### src/rtl/muldiv_sched_pkg.sv
// Shared types and constants for the multiply/divide scheduler.
//   muldiv_op_t    : operation encoding presented by each issue lane
//   muldiv_state_t : scheduler FSM states
//   muldiv_req_t   : the request selected by arbitration
package muldiv_sched_pkg;

    localparam int MULDIV_DIV_CYCLES = 32;
    localparam int MULDIV_CNT_W      = 6;

    typedef enum logic [1:0] {
        OP_MULT  = 2'd0,
        OP_MULTU = 2'd1,
        OP_DIV   = 2'd2,
        OP_DIVU  = 2'd3
    } muldiv_op_t;

    typedef enum logic [2:0] {
        ST_IDLE = 3'd0,
        ST_MUL  = 3'd1,
        ST_DIV  = 3'd2,
        ST_SIGN = 3'd3,
        ST_DONE = 3'd4
    } muldiv_state_t;

    typedef struct packed {
        logic        valid;
        muldiv_op_t  op;
        logic [31:0] a;
        logic [31:0] b;
    } muldiv_req_t;

    // Two's-complement negate with natural 32-bit wrap.
    function automatic logic [31:0] neg32(input logic [31:0] v);
        return ~v + 32'd1;
    endfunction

    function automatic logic is_div_op(input muldiv_op_t o);
        return (o == OP_DIV) || (o == OP_DIVU);
    endfunction

endpackage

### src/rtl/muldiv_sched_div_radix2.sv
// Iterative radix-2 restoring divider, one quotient bit per cycle.
// Ports:
//   clk, reset        : clock, asynchronous active-high reset
//   start             : load operands (magnitudes for signed divide)
//   flush             : abandon the current divide
//   is_signed         : DIV (1) versus DIVU (0)
//   a, b              : dividend, divisor
//   ready             : no iteration pending; quo/rem reflect the last divide
//   quo, rem          : sign-corrected quotient and remainder
module muldiv_sched_div_radix2
    import muldiv_sched_pkg::*;
(
    input  logic        clk,
    input  logic        reset,
    input  logic        start,
    input  logic        flush,
    input  logic        is_signed,
    input  logic [31:0] a,
    input  logic [31:0] b,
    output logic        ready,
    output logic [31:0] quo,
    output logic [31:0] rem
);

    logic [31:0]             rem_q, rem_d;
    logic [31:0]             quo_q, quo_d;      // dividend bits shift out, quotient bits shift in
    logic [31:0]             dvs_q, dvs_d;
    logic [31:0]             a_raw_q, a_raw_d;  // original dividend, returned as HI on divide by zero
    logic                    neg_quo_q, neg_quo_d;
    logic                    neg_rem_q, neg_rem_d;
    logic                    dz_q, dz_d;
    logic [MULDIV_CNT_W-1:0] count_q, count_d;

    logic [32:0] partial_s;
    logic [31:0] diff_s;
    logic        borrow_s;
    logic        a_neg_s;
    logic        b_neg_s;

    // Load, iterate or abandon the divide.
    always_comb begin
        rem_d     = rem_q;
        quo_d     = quo_q;
        dvs_d     = dvs_q;
        a_raw_d   = a_raw_q;
        neg_quo_d = neg_quo_q;
        neg_rem_d = neg_rem_q;
        dz_d      = dz_q;
        count_d   = count_q;
        a_neg_s   = is_signed & a[31];
        b_neg_s   = is_signed & b[31];
        partial_s = {rem_q, quo_q[31]};
        borrow_s  = partial_s < {1'b0, dvs_q};
        // When no borrow occurs the difference is below the divisor, so it fits 32 bits.
        diff_s    = 32'(partial_s - {1'b0, dvs_q});
        if (flush) begin
            count_d = {MULDIV_CNT_W{1'b0}};
        end else if (start) begin
            rem_d     = 32'd0;
            quo_d     = a_neg_s ? neg32(a) : a;
            dvs_d     = b_neg_s ? neg32(b) : b;
            a_raw_d   = a;
            neg_quo_d = a_neg_s ^ b_neg_s;
            neg_rem_d = a_neg_s;
            dz_d      = (b == 32'd0);
            count_d   = MULDIV_CNT_W'(MULDIV_DIV_CYCLES);
        end else if (count_q != {MULDIV_CNT_W{1'b0}}) begin
            rem_d   = borrow_s ? partial_s[31:0] : diff_s;
            quo_d   = {quo_q[30:0], ~borrow_s};
            count_d = count_q - {{(MULDIV_CNT_W-1){1'b0}}, 1'b1};
        end else begin
            count_d = count_q;
        end
    end

    // Divider datapath registers.
    always_ff @(posedge clk or posedge reset) begin
        if (reset) begin
            rem_q     <= 32'd0;
            quo_q     <= 32'd0;
            dvs_q     <= 32'd0;
            a_raw_q   <= 32'd0;
            neg_quo_q <= 1'b0;
            neg_rem_q <= 1'b0;
            dz_q      <= 1'b0;
            count_q   <= {MULDIV_CNT_W{1'b0}};
        end else begin
            rem_q     <= rem_d;
            quo_q     <= quo_d;
            dvs_q     <= dvs_d;
            a_raw_q   <= a_raw_d;
            neg_quo_q <= neg_quo_d;
            neg_rem_q <= neg_rem_d;
            dz_q      <= dz_d;
            count_q   <= count_d;
        end
    end

    // Sign correction; divide by zero bypasses it and returns the raw dividend.
    always_comb begin
        ready = (count_q == {MULDIV_CNT_W{1'b0}});
        if (dz_q) begin
            quo = 32'hFFFF_FFFF;
            rem = a_raw_q;
        end else begin
            quo = neg_quo_q ? neg32(quo_q) : quo_q;
            rem = neg_rem_q ? neg32(rem_q) : rem_q;
        end
    end

endmodule

### src/rtl/muldiv_sched.sv
// Shared multiply/divide scheduler for a dual-issue pipeline.
// Ports:
//   clk, reset   : clock, asynchronous active-high reset
//   req[1:0]     : per-lane request, lane 1 is the older slot and wins
//   op, src_a/b  : per-lane operation and operands
//   flush        : abort in-flight work (a result already in DONE still pulses)
//   grant        : one-hot lane accepted this cycle (combinational)
//   busy, stall  : operation in flight / pipeline stall request
//   done, hi, lo : one-cycle completion pulse and HI/LO result
module muldiv_sched
    import muldiv_sched_pkg::*;
#(
    parameter int MUL_LAT = 3
) (
    input  logic             clk,
    input  logic             reset,
    input  logic [1:0]       req,
    input  logic [1:0][1:0]  op,
    input  logic [1:0][31:0] src_a,
    input  logic [1:0][31:0] src_b,
    input  logic             flush,
    output logic [1:0]       grant,
    output logic             busy,
    output logic             stall,
    output logic             done,
    output logic [31:0]      hi,
    output logic [31:0]      lo
);

    localparam int DIV_ITER = MULDIV_DIV_CYCLES;
    localparam logic [MULDIV_CNT_W-1:0] CNT_ZERO = {MULDIV_CNT_W{1'b0}};
    localparam logic [MULDIV_CNT_W-1:0] CNT_ONE  = {{(MULDIV_CNT_W-1){1'b0}}, 1'b1};
    localparam logic [MULDIV_CNT_W-1:0] CNT_MUL  = MULDIV_CNT_W'(MUL_LAT - 32'sd1);
    localparam logic [MULDIV_CNT_W-1:0] CNT_DIV  = MULDIV_CNT_W'(DIV_ITER);

    muldiv_state_t           state_q, state_d;
    logic [MULDIV_CNT_W-1:0] counter_q, counter_d;
    logic [63:0]             prod_q, prod_d;
    logic [31:0]             hi_q, hi_d;
    logic [31:0]             lo_q, lo_d;

    muldiv_req_t sel_s;
    logic [1:0]  grant_s;
    logic        mul_signed_s;
    logic [63:0] a_ext_s, b_ext_s, product_s;
    logic        div_start_s, div_ready_s;
    logic [31:0] div_quo_s, div_rem_s;

    // Arbitration: accept only in IDLE without flush; lane 1 has priority.
    always_comb begin
        grant_s     = 2'b00;
        sel_s.valid = 1'b0;
        sel_s.op    = muldiv_op_t'(op[0]);
        sel_s.a     = src_a[0];
        sel_s.b     = src_b[0];
        if ((state_q == ST_IDLE) && !flush) begin
            if (req[1]) begin
                grant_s     = 2'b10;
                sel_s.valid = 1'b1;
                sel_s.op    = muldiv_op_t'(op[1]);
                sel_s.a     = src_a[1];
                sel_s.b     = src_b[1];
            end else if (req[0]) begin
                grant_s     = 2'b01;
                sel_s.valid = 1'b1;
            end else begin
                grant_s = 2'b00;
            end
        end else begin
            grant_s = 2'b00;
        end
    end

    // Full 64-bit product; sign extension to 64 bits makes the low 64 product bits exact.
    always_comb begin
        mul_signed_s = (sel_s.op == OP_MULT);
        a_ext_s      = {{32{mul_signed_s & sel_s.a[31]}}, sel_s.a};
        b_ext_s      = {{32{mul_signed_s & sel_s.b[31]}}, sel_s.b};
        product_s    = a_ext_s * b_ext_s;
    end

    // Next-state, latency counter and result-register sequencing.
    always_comb begin
        state_d     = state_q;
        counter_d   = counter_q;
        prod_d      = prod_q;
        hi_d        = hi_q;
        lo_d        = lo_q;
        div_start_s = 1'b0;
        case (state_q)
            ST_IDLE: begin
                if (sel_s.valid) begin
                    if (is_div_op(sel_s.op)) begin
                        state_d     = ST_DIV;
                        counter_d   = CNT_DIV;
                        div_start_s = 1'b1;
                    end else if (MUL_LAT == 32'sd1) begin
                        state_d   = ST_DONE;
                        counter_d = CNT_ZERO;
                        prod_d    = product_s;
                        hi_d      = product_s[63:32];
                        lo_d      = product_s[31:0];
                    end else begin
                        state_d   = ST_MUL;
                        counter_d = CNT_MUL;
                        prod_d    = product_s;
                    end
                end else begin
                    state_d = ST_IDLE;
                end
            end
            ST_MUL: begin
                if (flush) begin
                    state_d   = ST_IDLE;
                    counter_d = CNT_ZERO;
                end else if (counter_q == CNT_ONE) begin
                    state_d   = ST_DONE;
                    counter_d = CNT_ZERO;
                    hi_d      = prod_q[63:32];
                    lo_d      = prod_q[31:0];
                end else begin
                    counter_d = counter_q - CNT_ONE;
                end
            end
            ST_DIV: begin
                if (flush) begin
                    state_d   = ST_IDLE;
                    counter_d = CNT_ZERO;
                end else if (counter_q == CNT_ONE) begin
                    state_d   = ST_SIGN;
                    counter_d = CNT_ZERO;
                end else begin
                    counter_d = counter_q - CNT_ONE;
                end
            end
            ST_SIGN: begin
                if (flush) begin
                    state_d   = ST_IDLE;
                    counter_d = CNT_ZERO;
                end else if (div_ready_s) begin
                    state_d = ST_DONE;
                    hi_d    = div_rem_s;
                    lo_d    = div_quo_s;
                end else begin
                    state_d = ST_SIGN;
                end
            end
            // A result in DONE is already committed, so flush does not suppress it.
            ST_DONE: begin
                state_d = ST_IDLE;
            end
            default: begin
                state_d   = ST_IDLE;
                counter_d = CNT_ZERO;
            end
        endcase
    end

    // Scheduler state and result registers.
    always_ff @(posedge clk or posedge reset) begin
        if (reset) begin
            state_q   <= ST_IDLE;
            counter_q <= CNT_ZERO;
            prod_q    <= 64'd0;
            hi_q      <= 32'd0;
            lo_q      <= 32'd0;
        end else begin
            state_q   <= state_d;
            counter_q <= counter_d;
            prod_q    <= prod_d;
            hi_q      <= hi_d;
            lo_q      <= lo_d;
        end
    end

    muldiv_sched_div_radix2 u_div (
        .clk       (clk),
        .reset     (reset),
        .start     (div_start_s),
        .flush     (flush),
        .is_signed (sel_s.op == OP_DIV),
        .a         (sel_s.a),
        .b         (sel_s.b),
        .ready     (div_ready_s),
        .quo       (div_quo_s),
        .rem       (div_rem_s)
    );

    assign grant = grant_s;
    assign busy  = (state_q != ST_IDLE);
    assign done  = (state_q == ST_DONE);
    assign stall = busy | (req[1] & req[0]) | ((|req) & ~(|grant_s));
    assign hi    = hi_q;
    assign lo    = lo_q;

endmodule

### config.mk
export PLATFORM = sky130hd
export DESIGN_NAME = muldiv_sched
export DESIGN_NICKNAME = d
export VERILOG_FILES = /design/src/rtl/muldiv_sched_pkg.sv /design/src/rtl/muldiv_sched_div_radix2.sv /design/src/rtl/muldiv_sched.sv
export SDC_FILE = /design/constraint.sdc
export NUM_CORES = 2
export LEC_CHECK = 0
export BUFFER_PORTS_ARGS = -buffer_cell sky130_fd_sc_hd__buf_2
export CORE_AREA = 2 2 285 357
export CTS_CLUSTER_DIAMETER = 80
export DETAILED_ROUTE_END_ITERATION = 7
export DIE_AREA = 0 0 287 359
export HOLD_SLACK_MARGIN = 0.03
export PLACE_DENSITY = 0.79
export SETUP_SLACK_MARGIN = 0.2
export SYNTH_ARGS = -nofsm -noshare
export SYNTH_HDL_FRONTEND = slang
export SYNTH_HIERARCHICAL = 1
export SYNTH_SLANG_ARGS = --single-unit
### constraint.sdc
create_clock -name clk -period 11.35 [get_ports clk]
set_clock_uncertainty 0.1 [all_clocks]
set_input_delay 0.5675 -clock clk [delete_from_list [all_inputs] [get_ports clk]]
set_output_delay 0.5675 -clock clk [all_outputs]
set_load 0.02 [all_outputs]
==> out/summary.txt <==
Tot GR Track Use = 34.7%
critical path's slowest cell = mux2i_1
Final Util = 58.2%
Num CTS Buffers = 26
Skew-Pair Late Insertion Delay = 0.56 ns
most common cell after layout, fill and taps aside = inv_1
Sum Neg Setup Slack = 0 ns
max capacitance violation total = 0
clk buf depth = 3
placed inst area = 0.0572 sq mm
Setup crit end kind = register
CP top delay family = adder cells
Yosys top cell by area = fa_1
RSZ-0062 raised after global routing = false
WP buf/inv = 7
commonest non-fill, non-tap cells in the layout = 1276 x inv_1, 1205 x nand2_1, 1126 x fa_1
first-pass GRT wire length = 270000 um
highest clock rate = 94.0 MHz
Num Clock Sinks = 274
Yosys reg bits = 274
Ys Warns = 6
vias in the first global route = 46800
Die W = 287 um
reg2reg start = state_q[1]$_DFFE_PP0P_
Fill cells = 8826
Max Slew Vio Count = 0
aggregate routed wire length = 176000 um
Inserted Diodes = 0
H-tree levels = 1
Post-Syn Nets = 7774
path category of the worst min-delay check = in2async
grt ovf = 0
slowest stage delay, CP = 0.75 ns
outcome = finished clean
final setup vio count = 0
port bufs = 205
Synth Flop Type = dfrtp_1
Yosys top cell area share = 41.5%
Ports = 206
Syn Area/Cell = 8.68 sq um
initial DRC count = 4089
Cells after Synth = 6259
die footprint = 0.103 sq mm
Post-DRT Antenna Nets = 0
# rows = 130
CP startpoint = state_q[1]$_DFFE_PP0P_
Worst-path clk slew = 0.07 ns
Core ar. = 0.0999 sq mm
Worst slew margin = 1.28%
crit path time final = 10.64 ns
FFs w/ async S/R, synth = 100%
final instance area = 0.0582 sq mm
drt drc = 0
final hold vios = 0
cell mode on critical path = fa_1
Via density = 5.77
Worst Tran Pin Value = 1.48 ns
Synth cell types = 81
Crit path required time = 11.67 ns
layout cells sized above 1 = 7.99%
worst-path maximum fanout = 26
Synth area leaders = fa_1 42%, dfrtp_1 13%, inv_1 8.8%, nand2_1 8.3%, ha_1 5.8%
initial antenna violation count = 2
worst path arrival time = 10.96 ns
crit path kind = reg2reg
EDFF count, synth = 0
final layout net count = 7875
area grow syn2layout = 7.09%
CTS tree = built
initial core utilization = 54.4%
largest net degree at the start of global routing = 130
drt first pass iters = 6
Tcrit/Tclk final = 93.8%
register area share after synthesis = 12.6%
CTS root buffer = clkbuf_16
Worst setup SP type = register
Final HPWL DP = 141000 um
Post-Layout Cell Count = 7700
placed cells = 7647
RePlAce Congestion = 1.03
Die H = 359 um
synthesized area = 0.0543 sq mm
DR vias = 44400
Avg WL per Cell = 22.9 um
## flip-flops by register name (all words and copies together), names as in the netlist
register         cells
u_div/dvs_q         32
u_div/dz_q           1
prod_q              64
hi                  32
u_div/neg_rem_q      1
u_div/neg_quo_q      1
u_div/a_raw_q       32
u_div/quo_q         32
counter_q            6
lo                  32
u_div/count_q        6
u_div/rem_q         32
state_q              3
## cells by family (layout without fill, tap and decap cells)
group / after synthesis / count (layout) / share of synthesized area, %
AO/OA/AOI/OAI: 718 / 718 / 7.84
XOR/XNOR: 212 / 212 / 3.42
adder cells (fa/ha/maj): 1378 / 1378 / 47.3
buffers and inverters: 1607 / 1727 / 11.3
flip-flops: 274 / 274 / 12.6
multiplexers: 160 / 161 / 3.12
AND/OR/NAND/NOR: 1910 / 1910 / 14.4
## final timing paths
kind                       cells after the start  slack (ns)                            to
max                                           31        0.71        prod_q[56]$_DFFE_PP0P_
min                                            2        0.02             hi[4]$_DFFE_PP0P_
max reg2reg                                   31        0.71        prod_q[56]$_DFFE_PP0P_
min reg2reg                                    2        0.37            hi[10]$_DFFE_PP0P_
max in group asynchronous                      3        9.67   u_div/dvs_q[28]$_DFFE_PP0P_
min in group clk                               2        0.25  u_div/count_q[0]$_DFFE_PP0P_
## cells in the mapped netlist (16+ instances only)
library cell  instances
inv_1              1279
nand2_1            1206
fa_1               1126
nor2_1              455
o21ai_0             346
dfrtp_1             274
ha_1                252
clkbuf_1            189
a21oi_1             139
mux2i_1             139
xnor2_1             114
xor2_1               98
buf_2                88
a21o_1               46
o31ai_1              44
nand3_1              43
nor3_1               35
buf_1                28
nor2b_1              20
nand2b_1             18
and2_1               17
and3_1               17
inv_2                16
## metrics by stage
stage,hold slack [ns],worst slack [ns]
final,0.0200,0.706
after global routing,0.0734,0.330
after CTS,0.0340,0.359
after detailed placement,0.363,0.370
after global placement,0.358,0.513
after floorplan,0.343,2.06
## what timing repair did
item                                    in CTS  in global routing
endpoints found under the setup margin       0                 17
resized for setup                            0                  5
hold buffers                                 0                  0
buffers inserted                             0                  4
## cell type report
type	count	area, sq um	share of cell area [%]
clock buffer	31	711	1.22
timing repair buffer	379	2370	4.07
clock inverter	17	221	0.381
sequential	274	6860	11.8
multi-input combinational	4379	41500	71.3
tap	1320	1650	2.84
inverter	1300	4890	8.41
## routing by layer
metal	part of all wire [%]	wire length (um)	track usage, %
met1	35	61600	42.6
met2	46	80500	55.0
met3	11	19300	7.82
met4	8.4	14800	22.7
met5	0.015	27	0
Power is left out: the tool's default activity adds up to more than one toggle a clock period on the data nets, which glitch-free logic cannot reach.
